`src/rtl/ula_execucao.sv`:
```
// Execute stage for the 8-register bank: ALU ops in one cycle, one-cycle write pulse, N/C/Z flags.
// Define ULA_MUL_EN to make op 111 an iterative shift-add MUL; otherwise op 111 is MOV.
module ula_execucao #(
  parameter int LARGURA   = 8,
  parameter int NREG_BITS = 3
) (
  input  logic                 clock,
  input  logic                 reset,
  input  logic                 in_valido,
  output logic                 in_pronto,
  input  logic [2:0]           op,
  input  logic [LARGURA-1:0]   dado_a,
  input  logic [LARGURA-1:0]   dado_b,
  input  logic [NREG_BITS-1:0] reg_dest,
  output logic [LARGURA-1:0]   esc_dado,
  output logic [NREG_BITS-1:0] reg_esc,
  output logic                 escrita,
  output logic [2:0]           flags,
  output logic                 ocupado
);

  localparam logic [2:0] OP_ADD = 3'b000;
  localparam logic [2:0] OP_SUB = 3'b001;
  localparam logic [2:0] OP_AND = 3'b010;
  localparam logic [2:0] OP_OR  = 3'b011;
  localparam logic [2:0] OP_XOR = 3'b100;
  localparam logic [2:0] OP_SHL = 3'b101;
  localparam logic [2:0] OP_SHR = 3'b110;

`ifdef ULA_MUL_EN
  localparam logic [2:0] OP_MUL = 3'b111;
  localparam int         CNT_W  = $clog2(LARGURA + 1);

  typedef enum logic [1:0] {OCIOSO = 2'b00, MULT = 2'b01, ESCREVE = 2'b10} estado_t;
`else
  typedef enum logic [1:0] {OCIOSO = 2'b00, ESCREVE = 2'b10} estado_t;
`endif

  // Returns {carry, result}; op 111 falls to the MOV default.
  function automatic logic [LARGURA:0] alu_calc(input logic [2:0] op_f,
                                                input logic [LARGURA-1:0] a_f,
                                                input logic [LARGURA-1:0] b_f);
    logic [LARGURA:0] wide_v;
    logic [LARGURA:0] shr_v;
    logic [2:0]       amt_v;
    amt_v  = b_f[2:0];
    wide_v = {(LARGURA+1){1'b0}};
    shr_v  = {(LARGURA+1){1'b0}};
    case (op_f)
      OP_ADD: wide_v = {1'b0, a_f} + {1'b0, b_f};
      OP_SUB: begin
        wide_v[LARGURA-1:0] = a_f - b_f;
        wide_v[LARGURA]     = (a_f < b_f);
      end
      OP_AND: wide_v = {1'b0, a_f & b_f};
      OP_OR:  wide_v = {1'b0, a_f | b_f};
      OP_XOR: wide_v = {1'b0, a_f ^ b_f};
      // The last bit shifted out lands in the guard bit; a zero shift leaves it clear.
      OP_SHL: wide_v = {1'b0, a_f} << amt_v;
      OP_SHR: begin
        shr_v  = {a_f, 1'b0} >> amt_v;
        wide_v = {shr_v[0], shr_v[LARGURA:1]};
      end
      default: wide_v = {1'b0, a_f};
    endcase
    return wide_v;
  endfunction

  function automatic logic [2:0] make_flags(input logic [LARGURA-1:0] res_f, input logic c_f);
    return {res_f[LARGURA-1], c_f, (res_f == {LARGURA{1'b0}})};
  endfunction

  estado_t                state_r;
  logic [LARGURA-1:0]     esc_dado_r;
  logic [NREG_BITS-1:0]   reg_esc_r;
  logic                   escrita_r;
  logic [2:0]             flags_r;
  logic [LARGURA:0]       alu_s;

`ifdef ULA_MUL_EN
  logic [CNT_W-1:0]       cnt_r;
  logic [2*LARGURA-1:0]   acc_r;
  logic [2*LARGURA-1:0]   mcand_r;
  logic [LARGURA-1:0]     mplier_r;
  logic [NREG_BITS-1:0]   dest_r;
  logic [2*LARGURA-1:0]   acc_nxt_s;

  // Next partial product of the shift-add multiplier.
  always_comb begin
    acc_nxt_s = acc_r;
    if (mplier_r[0]) begin
      acc_nxt_s = acc_r + mcand_r;
    end else begin
      acc_nxt_s = acc_r;
    end
  end
`endif

  // Single-cycle ALU result on the live inputs, used at the accept edge.
  always_comb begin
    alu_s = alu_calc(op, dado_a, dado_b);
  end

  // Stage FSM with result, index, write pulse and flags registers.
  always_ff @(posedge clock or negedge reset) begin
    if (!reset) begin
      state_r    <= OCIOSO;
      esc_dado_r <= {LARGURA{1'b0}};
      reg_esc_r  <= {NREG_BITS{1'b0}};
      escrita_r  <= 1'b0;
      flags_r    <= 3'b000;
`ifdef ULA_MUL_EN
      cnt_r      <= {CNT_W{1'b0}};
      acc_r      <= {(2*LARGURA){1'b0}};
      mcand_r    <= {(2*LARGURA){1'b0}};
      mplier_r   <= {LARGURA{1'b0}};
      dest_r     <= {NREG_BITS{1'b0}};
`endif
    end else begin
      escrita_r <= 1'b0;
      case (state_r)
        OCIOSO: begin
          if (in_valido) begin
`ifdef ULA_MUL_EN
            if (op == OP_MUL) begin
              state_r  <= MULT;
              cnt_r    <= CNT_W'(LARGURA);
              acc_r    <= {(2*LARGURA){1'b0}};
              mcand_r  <= {{LARGURA{1'b0}}, dado_a};
              mplier_r <= dado_b;
              dest_r   <= reg_dest;
            end else
`endif
            begin
              esc_dado_r <= alu_s[LARGURA-1:0];
              reg_esc_r  <= reg_dest;
              flags_r    <= make_flags(alu_s[LARGURA-1:0], alu_s[LARGURA]);
              escrita_r  <= 1'b1;
              state_r    <= ESCREVE;
            end
          end
        end
`ifdef ULA_MUL_EN
        MULT: begin
          acc_r    <= acc_nxt_s;
          mcand_r  <= {mcand_r[2*LARGURA-2:0], 1'b0};
          mplier_r <= {1'b0, mplier_r[LARGURA-1:1]};
          cnt_r    <= cnt_r - CNT_W'(1);
          if (cnt_r == CNT_W'(1)) begin
            esc_dado_r <= acc_nxt_s[LARGURA-1:0];
            reg_esc_r  <= dest_r;
            flags_r    <= make_flags(acc_nxt_s[LARGURA-1:0], |acc_nxt_s[2*LARGURA-1:LARGURA]);
            escrita_r  <= 1'b1;
            state_r    <= ESCREVE;
          end
        end
`endif
        ESCREVE: state_r <= OCIOSO;
        default: state_r <= OCIOSO;
      endcase
    end
  end

  assign in_pronto = (state_r == OCIOSO);
  assign ocupado   = (state_r != OCIOSO);
  assign esc_dado  = esc_dado_r;
  assign reg_esc   = reg_esc_r;
  assign escrita   = escrita_r;
  assign flags     = flags_r;

endmodule

```
`config.mk`:
```
export PLATFORM = sky130hd
export DESIGN_NAME = ula_execucao
export DESIGN_NICKNAME = d
export VERILOG_FILES = /design/src/rtl/ula_execucao.sv
export SDC_FILE = /design/constraint.sdc
export NUM_CORES = 1
export LEC_CHECK = 0
export ABC_AREA = 1
export CORE_ASPECT_RATIO = 0.9
export CORE_MARGIN = 3
export CORE_UTILIZATION = 45
export CTS_CLUSTER_SIZE = 10
export DETAILED_ROUTE_END_ITERATION = 12
export PLACE_DENSITY = 0.82
export SKIP_LAST_GASP = 1
export SYNTH_ARGS = -nofsm -noshare
export SYNTH_HDL_FRONTEND = slang
export SYNTH_SLANG_ARGS = --single-unit
```
`constraint.sdc`:
```
create_clock -name clock -period 2 [get_ports clock]
set_clock_uncertainty 0.15 [all_clocks]
set_input_delay 0.3 -clock clock [delete_from_list [all_inputs] [get_ports clock]]
set_output_delay 0.3 -clock clock [all_outputs]
set_load 0.02 [all_outputs]
```
==> run summary, run 1 <==
Outcome: finished with violations
Failing checks: negative setup slack
Most used DFF post-synth: dfrtp_1
Syn. warnings: 0
Worst-path clk slew: 0.06 ns
Slew headroom: 53.4%
1st-pass router iterations: 8
Vias in the first global route: 3141
Crit-path cells: dlygate4sd2_1, inv_2, ha_4, inv_1, a21oi_2, nand2_2, nand2_1, nand3_1, nand3_1, nand4_1, nor2_1, nand3_1, nand2_1
Post-layout nets: 582
Worst setup EP type: flip-flop
Most used cell, CP: nand3_1
GRT Overall Usage: 28.9%
Leak Pwr: 2.00 nW
Layout Utilization: 75.7%
DP Worst Slack: -0.727 ns
Number of diodes: 0
Critical path peak fanout: 6
R2r setup slk: 0.57 ns
Synth Area in Compound Gates: 6.96%
CTS Buf Count: 3
Core area: 0.00498 mm²
Worst slew pin tran: 0.696 ns
CP required: 2.04 ns
Avg WL per Cell: 16.7 µm
Via count: 3428
Initial antenna violation count: 0
Leading area contributor after synthesis: nand2_1
Dpl cells: 576
Sequential-to-total area share from yosys stat: 15.7%
Crit path DAT: 2.05 ns
Final antenna-violating net count: 0
Peak VDD IR: 0.285 mV
Pwr dens: 432 mW/mm²
Starting density of the core: 48.0%
Clock sinks: 15
Synth cell count leaders: 131 x nand2_1, 72 x nand3_1, 46 x inv_1, 41 x nor2_1, 25 x ha_1
DP Wirelength: 6740 µm
First-pass GRT wire length: 14600 µm
Synth Area in Simple Gates: 50.5%
Syn Area/Cell: 5.76 µm²
RSZ-0062 raised after global routing: true
Clock Path Buffers: 2
Via-per-instance ratio: 5.77
Syn nets: 467
Top Ports: 42
Total power: 0.00163 W
Adder-cell share of the synthesized area: 14.8%
Reg2Reg Capture Point: flags[0]$_DFFE_PN0P_
Mapped Cells: 415
I/O Buffers: 41
Global route total overflow: 0
Die Area: 0.00623 mm²
Worst hold path type: in -> async
Root Driver: clkbuf_8
Setup CP Type: in -> reg
Largest cells by area after synthesis: nand2_1 21%, dfrtp_1 16%, nand3_1 15%
Largest net degree at the start of global routing: 18
Cts hold-fix bufs: 0
Number of flops mapped to enable cells by yosys: 0
Synth Area in XOR/XNOR: 0%
Reg2Reg Depth: 7
Top-count cell post-synth: nand2_1
Slowest stage delay, CP: 0.31 ns
DR top layer: met4
DR WL met3: 1090 µm
RR Startpoint: state_r[1]$_DFFE_PN0P_
Met2 WL post-DR: 4480 µm
Min Tclk post-route: 2.01 ns
Fraction of registers with async set/reset: 100%
Final setup viols: 1
Final WL: 9900 µm
Post-synth cell types: 30
Largest family of logic cells by synthesized area: simple AND/OR/NAND/NOR gates
Slowest CP cell: ha_4
Final Max Tran Viols: 0
Fin cells: 594
Post-Synthesis Cell Area: 0.00239 mm²
H-tree Lvls: 1
Clock latency at the later pin of the worst-skew pair: 0.26 ns
Die Y: 75.2 µm
Std cell rows: 24
Final hold vios: 0
Synth top area share: 20.6%
Mux cell area share after synthesis: 0%
Routability Congestion: 0.988
1st-iter DRT viols: 458
Max-Cap Viols: 0
# DRC: 0
Area growth syn-to-layout: 57.8%
Crit share post-route: 101%
Final hold slack: 0.310 ns
Peak Freq: 497 MHz
Yosys reg bits: 15
Layout cells sized above 1: 32.3%
Wire length on met1: 3850 µm
PnR worst setup slack: -0.0107 ns
CTS tree: done
CP startpoint kind: input port
Die W: 82.8 µm
flip-flops by register name (all words and copies together) (netlist names):
register  flops
esc_dado      8
escrita       1
reg_esc       3
flags         2
state_r       1
what timing repair did:
item                       CTS  global route
gates resized for setup     62            65
setup endpoints to repair   10             8
buffers inserted             8             6
pin swaps                   18            29
worst max-delay path by stage:
stage	start	end	cells after the start	slack, ns
3_3_place_gp	dado_a[0]	flags[0]$_DFFE_PN0P_	14	-0.66
6_report	dado_b[2]	flags[0]$_DFFE_PN0P_	13	-0.01
3_5_place_dp	dado_a[0]	flags[0]$_DFFE_PN0P_	17	-0.73
4_1_cts	dado_a[6]	flags[0]$_DFFE_PN0P_	13	-0.04
5_1_grt	dado_b[2]	flags[0]$_DFFE_PN0P_	13	-0.06
2_1_floorplan	dado_a[0]	flags[0]$_DFFE_PN0P_	13	0.01
cells in the final DEF (no fill, tap or decap), drive strengths merged:
cell / n
nor3: 1
and2: 3
o21ai: 13
and3: 1
inv: 54
dlygate4sd2: 2
clkbuf: 7
or2: 2
ha: 25
nand4: 11
fa: 2
a21oi: 15
buf: 85
nand2: 133
dlymetal6s2s: 8
o21bai: 1
clkinv: 2
nand3: 73
o2111a: 1
nor2: 47
clkdlybuf4s50: 22
o211ai: 1
nand3b: 2
dfrtp: 15
clkdlybuf4s15: 3
worst max-delay path: cells and delay by family:
family	cells	cell delay (ns)
compound gates	1	0.18
fa+ha+maj	1	0.31
buf+inv	3	0.37
simple gates	8	0.88
kinds of logic after synthesis:
| kind of cell | count (synthesis) |
|---|---|
| DFF | 15 |
| adders and majority gates | 27 |
| AOI/OAI and AO/OA | 31 |
| and+or+nand+nor | 273 |
| buffers and inverters | 69 |
metrics by stage:
step / cell area [µm²] / setup TNS, ns
after floorplan: 2390 / 0
after detailed placement: 3320 / -5.65
after CTS: 3580 / -0.0371
after global placement: 3320 / -4.97
after global routing: 3770 / -0.167
final: 3770 / -0.0107
final cells by class:
type                            count  area [µm²]
Fill cell                         351        1210
Inverter                           55         214
Tap cell                           65        81.3
Clock inverter                      1        5.00
Clock buffer                        3        41.3
Timing Repair Buffer              124        1050
Multi-Input combinational cell    331        2010
Sequential cell                    15         375
routing by layer:
layer | up-vias | track usage (%)
met5 | - | 0
met1 | 1519 | 36.1
met4 | 0 | 11.1
met3 | 68 | 5.36
li1 | 1564 | -
met2 | 277 | 50.5
where the power goes:
group	switching (W)	internal [W]
logic	0.000557	0.000450
registers	0.0000240	0.000348
clock network	0.000113	0.000138
total	0.000694	0.000936
No activity file was read; power rests on OpenSTA's default activity.
==> inputs of run 2 (changes only) <==
- CTS_BUF_LIST: default -> sky130_fd_sc_hd__clkbuf_4 sky130_fd_sc_hd__clkbuf_8 sky130_fd_sc_hd__clkbuf_16
- SETUP_SLACK_MARGIN: default -> 0.3
==> run summary, run 2 (synthesis results as in run 1) <==
Std cell rows: 24 (unchanged)
Most used routing layer: met2
I/O Buffers: 41 (unchanged)
Crit path DAT: 2.27 ns (+0.22 ns)
Reg power frac: 22.0% (-0.8 points)
Routability Congestion: 0.963 (-2.5%)
Setup CP Type: in -> reg
Outcome: finished with violations
Peak VDD IR: 0.469 mV (+64%)
Clock sinks: 15 (unchanged)
Initial antenna violation count: 0 (unchanged)
Leak Pwr: 2.08 nW (+3.9%)
1st-pass router iterations: 8 (unchanged)
GRT Overall Usage: 29.0% (+0.12 points)
Critical Path Stages: 14 (+1)
Via-per-instance ratio: 5.98 (+3.5%)
Final hold vios: 0 (unchanged)
First-pass GRT wire length: 14700 µm (+0.80%)
Slowest CP cell: fa_2
Crit path buf inv count: 4 (+1)
Slowest stage delay, CP: 0.43 ns (+0.12 ns)
PnR worst setup slack: -0.286 ns (-0.275 ns)
Clock Path Buffers: 2 (unchanged)
Crit-path cells: buf_6, buf_8, inv_12, ha_4, fa_2, buf_4, o21ai_2, nand2_1, o21ai_2, a21oi_1, o21ai_1, nand3_1, nand2_1, nand2_1
Critical path peak fanout: 3 (-3)
Pwr dens: 426 mW/mm² (-1.5%)
Met2 usage: 52.0% (+1.4 points)
Final Max Tran Viols: 0 (unchanged)
Die W: 82.8 µm (unchanged)
Slew headroom: 55.1% (+1.7 points)
Worst hold path type: in -> async
Starting density of the core: 48.0% (unchanged)
Most used cell, CP: nand2_1
CTS tree: done
Die Area: 0.00623 mm² (unchanged)
Max-Cap Viols: 0 (unchanged)
Via count: 3597 (+4.9%)
Global route total overflow: 0 (unchanged)
Flip-flop count of the largest register after layout: 8 (unchanged)
# DRC: 0 (unchanged)
Clock power frac: 14.5% (-0.9 points)
RSZ-0062 raised after global routing: true
Top Ports: 42 (unchanged)
Worst slew pin tran: 0.671 ns (-0.0258 ns)
Avg WL per Cell: 17.9 µm (+7.6%)
1st-iter DRT viols: 521 (+14%)
Final antenna-violating net count: 0 (unchanged)
Most frequent cells in the layout: 113 x nand2_1, 78 x buf_4, 60 x nand3_1, 34 x inv_1, 27 x nor2_1
Psw: 0.000742 W (+6.8%)
Final WL: 10800 µm (+9.1%)
Peak Freq: 437 MHz (-12%)
Core area: 0.00498 mm² (unchanged)
Grt met1 use: 36.2% (+0.16 points)
Failing checks: negative setup slack
Number of diodes: 0 (unchanged)
Post-layout nets: 590 (+1.4%)
Worst setup EP type: flip-flop
Critical path's top delay family: adder cells
H-tree Lvls: 1 (unchanged)
DP Worst Slack: -0.675 ns (+0.0518 ns)
Post-DP Area: 0.00341 mm² (+2.6%)
Die Y: 75.2 µm (unchanged)
Finished Cell Area: 0.00402 mm² (+6.4%)
Layout cells sized above 1: 39.1% (+6.8 points)
Final setup viols: 5 (+4)
Area growth syn-to-layout: 67.9%
CP startpoint kind: input port
Leading cell type in the layout, fill and taps excluded: nand2_1
Pint: 0.000968 W (+3.4%)
Net Sw Frac: 43.4% (+0.79 points)
Crit share post-route: 114% (+14 points)
Reg2Reg Depth: 7 (unchanged)
Min Tclk post-route: 2.29 ns (+0.275 ns)
Vias in the first global route: 3107 (-1.1%)
Combinational share of power: 63.5% (+1.7 points)
CTS Buf Count: 3 (unchanged)
DP Wirelength: 6920 µm (+2.6%)
Largest net degree at the start of global routing: 18 (unchanged)
Met3 Use GR: 5.80% (+0.44 points)
Root Driver: clkbuf_8
Worst-path clk slew: 0.06 ns (about the same)
CP required: 1.98 ns (-0.06 ns)
Clock latency at the later pin of the worst-skew pair: 0.25 ns (about the same)
[run 2: cell type report]
cell class | instances | area (µm²)
clock buffer | 3 | 41.3
clock inverter | 1 | 5.00
fill | 332 | 970
inverter | 55 | 239
multi-input combinational | 331 | 2130
sequential | 15 | 375
tap | 65 | 81.3
timing repair buffer | 132 | 1140
[run 2: power by group through the flow]
stage                     registers [W]  logic (W)  clock network [W]
after floorplan                0.000432   0.000394                  0
after global placement         0.000375   0.000832                  0
after detailed placement       0.000379   0.000853                  0
after CTS                      0.000374   0.000956           0.000245
after global routing           0.000378    0.00115           0.000261
final                          0.000376    0.00109           0.000248
[run 2: per-stage QoR]
step / cells / util (%) / TNS [ns] / hold WS (ns) / power [W]
final: 602 / 80.5 / -0.933 / 0.304 / 0.00171
after global routing: 602 / 80.5 / -1.22 / 0.361 / 0.00179
after CTS: 592 / 75.9 / 0 / 0.317 / 0.00158
after detailed placement: 579 / 68.4 / -5.21 / 0.325 / 0.00123
after global placement: 579 / 68.4 / -4.77 / 0.312 / 0.00121
after floorplan: 415 / - / 0 / -0.146 / 0.000826
[run 2: per-layer routing]
layer | vias up | share of wire (%)
li1 | 1581 | -
met5 | - | 0
met2 | 304 | 46
met1 | 1629 | 37
met3 | 83 | 11
met4 | 0 | 5.6
[run 2: path summary, 6_finish.rpt]
kind | startpoint | slack (ns) | to
worst max-delay path | dado_a[0] | -0.29 | flags[1]$_DFFE_PN0P_
worst min-delay path | reset | 0.30 | esc_dado[4]$_DFFE_PN0P_
worst max register to register | state_r[1]$_DFFE_PN0P_ | 0.60 | flags[0]$_DFFE_PN0P_
worst min register to register | reg_esc[0]$_DFFE_PN0P_ | 0.33 | reg_esc[0]$_DFFE_PN0P_
max in group asynchronous | reset | 0.96 | flags[1]$_DFFE_PN0P_
min in group clock | reg_esc[0]$_DFFE_PN0P_ | 0.33 | reg_esc[0]$_DFFE_PN0P_
[run 2: repair_timing]
item | in CTS | in global routing
endpoints found under the hold margin | 0 | 0
hold buffers | 0 | 0
gates resized for setup | 127 | 52
pin swaps | 55 | 28
setup buffers | 9 | 10
endpoints found under the setup margin | 11 | 16
==> inputs of run 3 (changes only) <==
- HOLD_SLACK_MARGIN: default -> 0.02
==> results of run 3 <==
Final layout, timing and power as in run 2 (identical DEF).
